===== src/rtl/minbd_pkg.sv =====
// Shared constants for the MinBD router pipeline: flit geometry and link port indices.
package minbd_pkg;
    localparam int FLIT_W    = 11;
    localparam int LOCAL_BIT = FLIT_W - 1;
    localparam int NPORTS    = 4;
    localparam int PTR_W     = 2;
    localparam int P_N       = 0;
    localparam int P_S       = 1;
    localparam int P_E       = 2;
    localparam int P_W       = 3;
endpackage


===== src/rtl/eject_fifo.sv =====
// Ejection FIFO: DEPTH x W circular buffer, show-ahead head, push/pop in the same cycle allowed.
module eject_fifo #(
    parameter int W     = 11,
    parameter int DEPTH = 4,
    parameter int AW    = $clog2(DEPTH),
    parameter int CW    = $clog2(DEPTH + 1)
) (
    input  logic          clk,
    input  logic          rst,
    input  logic          push,
    input  logic [W-1:0]  din,
    input  logic          pop,
    output logic [W-1:0]  dout,
    output logic          full,
    output logic          empty,
    output logic [CW-1:0] count
);
    logic [W-1:0]  mem [DEPTH];
    logic [AW-1:0] wptr, rptr;

    // Storage array; contents need no reset since count gates visibility.
    always_ff @(posedge clk) begin
        if (push) mem[wptr] <= din;
    end

    // Pointers wrap naturally (DEPTH is a power of two); count tracks +push -pop.
    always_ff @(posedge clk or posedge rst) begin
        if (rst) begin
            wptr  <= '0;
            rptr  <= '0;
            count <= '0;
        end else begin
            if (push) wptr <= wptr + 1'b1;
            if (pop)  rptr <= rptr + 1'b1;
            count <= count + CW'(push) - CW'(pop);
        end
    end

    assign dout  = mem[rptr];
    assign full  = (count == CW'(DEPTH));
    assign empty = (count == '0);
endmodule


===== src/rtl/eject_arbiter.sv =====
// Per-router ejection controller: round-robin grant of one local-bound flit per cycle
// into an ejection FIFO; all other flits go through one register stage to deflection.
// Optional build macro EJECT_STATS_EN adds saturating grant/deflection counters.
module eject_arbiter #(
    parameter int FLIT_W = minbd_pkg::FLIT_W,
    parameter int DEPTH  = 4
) (
    input  logic                                 clk,
    input  logic                                 rst,
    input  logic [minbd_pkg::NPORTS-1:0][FLIT_W-1:0] in_flit,
    input  logic [minbd_pkg::NPORTS-1:0]         in_vld,
    output logic [minbd_pkg::NPORTS-1:0][FLIT_W-1:0] out_flit,
    output logic [minbd_pkg::NPORTS-1:0]         out_vld,
    output logic [FLIT_W-1:0]                    lad,
    output logic                                 lad_vld,
    input  logic                                 lad_rdy,
`ifdef EJECT_STATS_EN
    output logic [15:0]                          stat_ej,
    output logic [15:0]                          stat_defl,
`endif
    output logic                                 ej_full
);
    import minbd_pkg::*;

    localparam int LB = FLIT_W - 1;
    localparam int CW = $clog2(DEPTH + 1);

    logic [NPORTS-1:0] cand;
    logic [NPORTS-1:0] gnt_mask;
    logic [PTR_W-1:0]  rr_ptr;
    logic [PTR_W-1:0]  gnt_idx;
    logic [PTR_W-1:0]  idx;
    logic              gnt_found;
    logic              grant;
    logic              pop;
    logic              push_ok;
    logic              fifo_empty;
    logic [CW-1:0]     ej_cnt;

    assign pop     = lad_vld & lad_rdy;
    assign push_ok = (ej_cnt < CW'(DEPTH)) | pop;
    assign lad_vld = ~fifo_empty;

    // Candidate detection and rotating first-match search starting at rr_ptr.
    always_comb begin
        cand      = '0;
        gnt_found = 1'b0;
        gnt_idx   = '0;
        idx       = '0;
        for (int p = 0; p < NPORTS; p++) begin
            cand[p] = in_vld[p] & in_flit[p][LB];
        end
        for (int i = 0; i < NPORTS; i++) begin
            idx = rr_ptr + PTR_W'(i);
            if (!gnt_found && cand[idx]) begin
                gnt_found = 1'b1;
                gnt_idx   = idx;
            end
        end
    end

    // A grant only happens when the FIFO can take the flit this cycle.
    always_comb begin
        grant    = gnt_found & push_ok;
        gnt_mask = '0;
        if (grant) gnt_mask[gnt_idx] = 1'b1;
    end

    // Pass-through stage and round-robin pointer; only valids are masked by the grant.
    always_ff @(posedge clk or posedge rst) begin
        if (rst) begin
            out_flit <= '0;
            out_vld  <= '0;
            rr_ptr   <= '0;
        end else begin
            out_flit <= in_flit;
            out_vld  <= in_vld & ~gnt_mask;
            if (grant) rr_ptr <= gnt_idx + 1'b1;
        end
    end

    eject_fifo #(
        .W     (FLIT_W),
        .DEPTH (DEPTH)
    ) u_fifo (
        .clk   (clk),
        .rst   (rst),
        .push  (grant),
        .din   (in_flit[gnt_idx]),
        .pop   (pop),
        .dout  (lad),
        .full  (ej_full),
        .empty (fifo_empty),
        .count (ej_cnt)
    );

`ifdef EJECT_STATS_EN
    // Saturating counters: grants, and cycles where a local flit was deflected.
    always_ff @(posedge clk or posedge rst) begin
        if (rst) begin
            stat_ej   <= '0;
            stat_defl <= '0;
        end else begin
            if (grant && stat_ej != 16'hFFFF) stat_ej <= stat_ej + 16'd1;
            if (|cand && !grant && stat_defl != 16'hFFFF) stat_defl <= stat_defl + 16'd1;
        end
    end
`endif
endmodule


===== config.mk =====
export PLATFORM = sky130hd
export DESIGN_NAME = eject_arbiter
export DESIGN_NICKNAME = d
export VERILOG_FILES = /design/src/rtl/minbd_pkg.sv /design/src/rtl/eject_fifo.sv /design/src/rtl/eject_arbiter.sv
export SDC_FILE = /design/constraint.sdc
export NUM_CORES = 1
export LEC_CHECK = 0
export ABC_AREA = 1
export BUFFER_PORTS_ARGS = -buffer_cell sky130_fd_sc_hd__buf_2
export CAP_MARGIN = 25
export CORE_MARGIN = 5
export CORE_UTILIZATION = 30
export CTS_BUF_LIST = sky130_fd_sc_hd__clkbuf_4 sky130_fd_sc_hd__clkbuf_8
export CTS_CLUSTER_DIAMETER = 50
export CTS_CLUSTER_SIZE = 28
export DETAILED_ROUTE_END_ITERATION = 10
export PLACE_DENSITY = 0.56
export SLEW_MARGIN = 5
export SYNTH_ARGS = -nofsm -noshare
export SYNTH_HDL_FRONTEND = slang
export SYNTH_SLANG_ARGS = --single-unit

===== constraint.sdc =====
create_clock -name clk -period 2.5 [get_ports clk]
set_input_delay 0.375 -clock clk [delete_from_list [all_inputs] [get_ports clk]]
set_output_delay 0.375 -clock clk [all_outputs]
set_load 0.1 [all_outputs]

==> metrics.md, run 1 <==
| Metric | Value |
|---|---|
| Status | complete, no violations |
| Vias | 3156 |
| Synthesis Warnings | 0 |
| Die W | about 130 um |
| Starting density of the core | 30.8% |
| CP endpoint kind | output pin |
| Core area | between 10000 and 15000 sq um |
| Mapped Area | 4300 sq um |
| Final Max Slew Viols | 0 |
| Synthesized Nets | 461 |
| Mean post-synth cell area | ~11 sq um |
| Antenna-violating nets left | 0 |
| Row Count | 43 |
| Seq. cell area | 2750 sq um |
| Max Cap Viol | 0 |
| Clk buf depth | 2 |
| Most frequent cells in the layout | 100 x buf_2, 81 x nand2_1, 57 x dfrtp_1 |
| Drt first-iter violations | around 260 |
| Class of the worst hold path | input port to register |
| Fillcell total | ~1400 |
| Worst-path clk slew | 0.10 ns |
| Via density | 4.51 |
| DRC viols | 0 |
| Fin crit share | 94.0% |
| Critical Path RT | 2.12 ns |
| Post-Synthesis Cells | approximately 400 |
| Layout overhead on the synthesized area | 27.5% |
| Diodes inserted | 0 |
| Yosys reg bits | 101 |
| Top_reg_cell synth | dfrtp_1 |
| Hold Vio Cnt, Final | 0 |
| Vias in the first global route | 3246 |
| Final setup violation count | 0 |
| Drt pass-1 iters | 4 |
| Grt ovf | 0 |
| Total Wirelength | 11.3 mm |
| I/O Pins | 112 |
| Largest net degree at the start of global routing | slightly below 60 |
| Multi-input logic area | 1350 sq um |
| Yosys cell types | 28 |
| Max_slew headroom | between 50 and 60% |
| Clk Latency, worst-skew pair | roughly 0.38 ns |
| Startpoint types | register |
| Fmax | 426 MHz |
| Setup total negative slack | 0 ns |
| Placer Congestion | 0.818 |
| Clock skew | 0.0144 ns |
| Worst Max-Slew Pin Slew | 0.747 ns |
| DIE AREA | roughly 17000 sq um |
| EDFF count, synth | 44 |
| First-pass GRT wire length | 17.6 mm |
| Commonest non-fill, non-tap cell in the layout | buf_2 |
| NumNets Final | 577 |
| Total number of H-tree levels | 3 |
| Layout cell share with drive strength beyond 1 | 35.0% |
| Post-CTS setup buffer count | 0 |
| CP max FO | 12 |
| Die Span Y | between 100 and 150 um |
| Detailed placer's ending HPWL | 8.17 mm |
| Worst path arrival time | 1.97 ns |
| Root buf cell | clkbuf_8 |
| Sequential fraction of the synthesis area | 63.9% |
| RSZ-0062 raised after global routing | no |
| Initial antenna violation count | 0 |
| Final Critical Period | 2.35 ns |
| WL/cell | roughly 16 um |
| Sink Count | 101 |
| Async SR Flop Fraction | 56.4% |
| Setup CP Type | register to output pin |
| Global Route Usage Sum | 13.8% |
| IO buf count | 111 |
| Clock tree from TritonCTS | done |
| CTS Buf Count | 9 |
## synthesized netlist by cell type (2+ instances only)
| cell | number | area [sq um] |
|---|---|---|
| nand3_1 | 44 | 220 |
| o22ai_1 | 11 | 68.8 |
| o21ai_0 | 25 | 125 |
| nand2_1 | 81 | 304 |
| nand3_2 | 3 | 30.0 |
| buf_4 | 3 | 22.5 |
| edfxtp_1 | 44 | 1320 |
| nand2_4 | 2 | 22.5 |
| xor2_1 | 4 | 35.0 |
| dfrtp_1 | 57 | 1430 |
| inv_1 | 40 | 150 |
| o21ai_1 | 2 | 10.0 |
| buf_6 | 6 | 67.6 |
| ha_1 | 10 | 125 |
| clkbuf_1 | 6 | 22.5 |
| nor2_1 | 26 | 97.6 |
| nand4_1 | 3 | 18.8 |
| nand2_2 | 20 | 125 |
| inv_2 | 3 | 11.3 |
## registers in the layout (all words and copies together) (netlist names)
name and cells:
out_flit 44, out_vld 4, rr_ptr 2, u_fifo.count 3
u_fifo.mem 44, u_fifo.rptr 2, u_fifo.wptr 2
## cells by family after synthesis
logic type | after synthesis | synth area share [%]
and+or+nand+nor | 183 | 20.2
AOI/OAI and AO/OA | 39 | 4.94
DFF | 101 | 63.9
buffers and inverters | 60 | 6.63
adders and majority gates | 11 | 3.37
xor gates and xnor gates | 5 | 1.02
## what timing repair did
item | CTS | global route
hold buffers | 0 | 0
gates resized for setup | 0 | 1
endpoints found under the setup margin | 0 | 16
endpoints found under the hold margin | 0 | 0
## worst paths after layout
check / from / to / depth (start not counted) / slack [ns]
setup / recovery: u_fifo.rptr[1] / lad[8] / 4 / 0.15
hold / removal: in_flit[6] / out_flit[6] / 1 / 0.12
setup reg to reg: rr_ptr[0] / u_fifo.count[2] / 11 / 0.21
hold reg to reg: u_fifo.wptr[1] / u_fifo.wptr[1] / 2 / 0.64
max in group asynchronous: rst / u_fifo.rptr[0] / 3 / 1.80
min in group asynchronous: rst / out_flit[37] / 3 / 0.20
## through the flow
stage,hold WS [ns],util [%],setup slack (ns),cell area [sq um],cells
final,0.116,39.2,0.150,5490,700
after global routing,0.0959,39.2,0.00750,5490,700
after CTS,0.0902,39.2,0.138,5480,700
after detailed placement,0.501,37.8,0.202,5290,684
after global placement,0.502,37.8,0.262,5290,684
after floorplan,0.406,-,0.0219,4380,399
## metal layers
layer | track usage (%) | share of wire, % | vias to the layer above
li1 | - | - | 1539
met1 | 18.3 | 43 | 1523
met2 | 22.4 | 50 | 82
met3 | 2.29 | 5.6 | 12
met4 | 5.81 | 1.8 | 0
met5 | 0 | 0 | -
## worst max-delay path, cell delays in order, from the launching register on
cell and delay, ns:
dfrtp_1 0.56, inv_1 0.40, o21ai_0 0.19, o22ai_2 0.23
buf_12 0.21
## final cells by class
class                   count  area share (%)
flip-flops and latches    101            50.1
multi-input cells         238            24.7
repair buffers            121            14.5
well taps                 180            4.10
inverters                  44            3.06
clock buffers               9            2.26
clock inverters             7            1.35
Power of run 1 is not shown: default switching activity piles up to over one toggle a cycle in this logic, so the estimate is an artifact.
==> inputs of run 2 (changes only) <==
--- a/config.mk
+++ b/config.mk
@@ -8,7 +8,7 @@
 export ABC_AREA = 1
 export BUFFER_PORTS_ARGS = -buffer_cell sky130_fd_sc_hd__buf_2
 export CAP_MARGIN = 25
-export CORE_MARGIN = 5
+export CORE_MARGIN = 2
 export CORE_UTILIZATION = 30
 export CTS_BUF_LIST = sky130_fd_sc_hd__clkbuf_4 sky130_fd_sc_hd__clkbuf_8
 export CTS_CLUSTER_DIAMETER = 50
==> constraint.sdc (replaced) <==
create_clock -name clk -period 2.7 [get_ports clk]
set_input_delay 0.405 -clock clk [delete_from_list [all_inputs] [get_ports clk]]
set_output_delay 0.405 -clock clk [all_outputs]
set_load 0.1 [all_outputs]
==> run 2 against run 1 <==
Net effect: final cell count up 0.43%; worst hold slack worse by 0.079 ns; wire length down 8.7%; critical path type unchanged; largest cell class unchanged.
==> metrics.md, run 2 (synthesis gave the netlist of run 1 again) <==
| Metric | Value |
|---|---|
| Clk Latency, worst-skew pair | 0.37 ns |
| Reg-to-reg setup timing slack | 0.42 ns |
| Critical Path RT | 2.30 ns |
| IO buf count | about 110 |
| Metal-1 WL | 4.63 mm |
| First-pass GRT wire length | between 15 and 20 mm |
| Hold Vio Cnt, Final | 0 |
| Clk buf depth | 2 |
| DR WL met2 | between 4 and 5 mm |
| Startpoint types | register |
| Vias in the first global route | ~3100 |
| Total number of H-tree levels | 3 |
| Row Count | 43 |
| Final core utilization | 38.3% |
| Worst path arrival time | 2.04 ns |
| DRC viols | 0 |
| CTS Buf Count | 9 |
| Max Cap Viol | 0 |
| Setup total negative slack | 0 ns |
| Setup CP Type | register to output pin |
| Met3 wire length | 604 um |
| Most frequent cells in the layout | 111 x buf_2, 81 x nand2_1, 57 x dfrtp_1 |
| Post-CTS sizing | 0 |
| RSZ-0062 raised after global routing | no |
| Core area | 13900 sq um |
| Detailed placer's ending HPWL | 7.58 mm |
| Status | complete, no violations |
| Drt pass-1 iters | 4 |
| Final Max Slew Viols | 0 |
| WL/cell | about 15 um |
| Worst-path clk slew | 0.10 ns |
| NumNets Final | 580 |
| Via density | 4.43 |
| Max_slew headroom | 66.1% |
| Layout cell share with drive strength beyond 1 | 35.2% |
| Largest registers | out_flit x44, u_fifo.mem x44, out_vld x4 |
| Final setup violation count | 0 |
| Total Wirelength | a little over 10 mm |
| I/O Pins | 112 |
| Diodes inserted | 0 |
| Uppermost routed layer | met4 |
| Crit path largest cell delay | 0.47 ns |
| Antenna-violating nets left | 0 |
| Fmax | 409 MHz |
| Die W | ~120 um |
| Vias | 3117 |
| Initial antenna violation count | 0 |
| Largest net degree at the start of global routing | 25 |
| Grt ovf | 0 |
| Starting density of the core | 30.9% |
| DIE AREA | 15300 sq um |
| CP endpoint kind | output pin |
| Worst Max-Slew Pin Slew | around 0.5 ns |
| CP Cell Sequence | inv_1, buf_4, o21ai_0, o22ai_1, buf_2 |
| Drt first-iter violations | 135 |
| Crit-path slowest cell | buf_2 |
| Commonest non-fill, non-tap cell in the layout | buf_2 |
| Placer Congestion | 0.839 |
| Die Span Y | 124 um |
| Clock tree from TritonCTS | done |
| Clock skew | 0.0122 ns |
| Global Route Usage Sum | 14.4% |
| Fin crit share | 90.5% |
| Class of the worst hold path | input port to async pin |
| Hold buffers post-CTS | 0 |
| Sink Count | 101 |
| CP max FO | 12 |
| Root buf cell | clkbuf_8 |
| Final Critical Period | 2.44 ns |
| Post-CTS setup buffer count | 0 |
| Layout overhead on the synthesized area | 24.0% |
## run 2: layer usage
layer | vias to the layer above | GRT usage, %
met2 | 83 | 22.8
met1 | 1483 | 18.8
met4 | 0 | 5.04
met5 | - | 0
li1 | 1542 | -
met3 | 9 | 4.12
## run 2: cell type report
cell class	instances	area (sq um)
fillers	1391	8600
flip-flops and latches	101	2750
repair buffers	124	653
clock buffers	12	153
multi-input cells	238	1340
clock inverters	4	55.1
well taps	180	225
inverters	44	168
## run 2: worst max-delay path, delay by kind of cell (launching register included)
kind | cells | cell delay (ns)
buffers and inverters | 3 | 0.98
AO/OA/AOI/OAI | 2 | 0.30
flip-flops | 1 | 0.38
## run 2: path summary, 6_finish.rpt
kind	startpoint	end	cells after the start
hold reg to reg	u_fifo.wptr[1]	u_fifo.wptr[1]	2
hold / removal	rst	out_flit[29]	2
max in group asynchronous	rst	out_flit[24]	3
setup reg to reg	rr_ptr[0]	u_fifo.count[2]	11
min in group clk	in_flit[11]	out_flit[11]	1
setup / recovery	u_fifo.rptr[0]	lad[0]	5
## run 2: stage by stage
stage,std cells,hold WS [ns],setup slack (ns),cell area [sq um]
2_1_floorplan,399,0.436,0.00755,4370
3_3_place_gp,687,0.465,0.319,5130
3_5_place_dp,687,0.467,0.449,5130
4_1_cts,703,0.0392,0.193,5340
5_1_grt,703,0.0625,0.0898,5340
6_report,703,0.0370,0.257,5340
Power of run 2 is left out for the same reason.
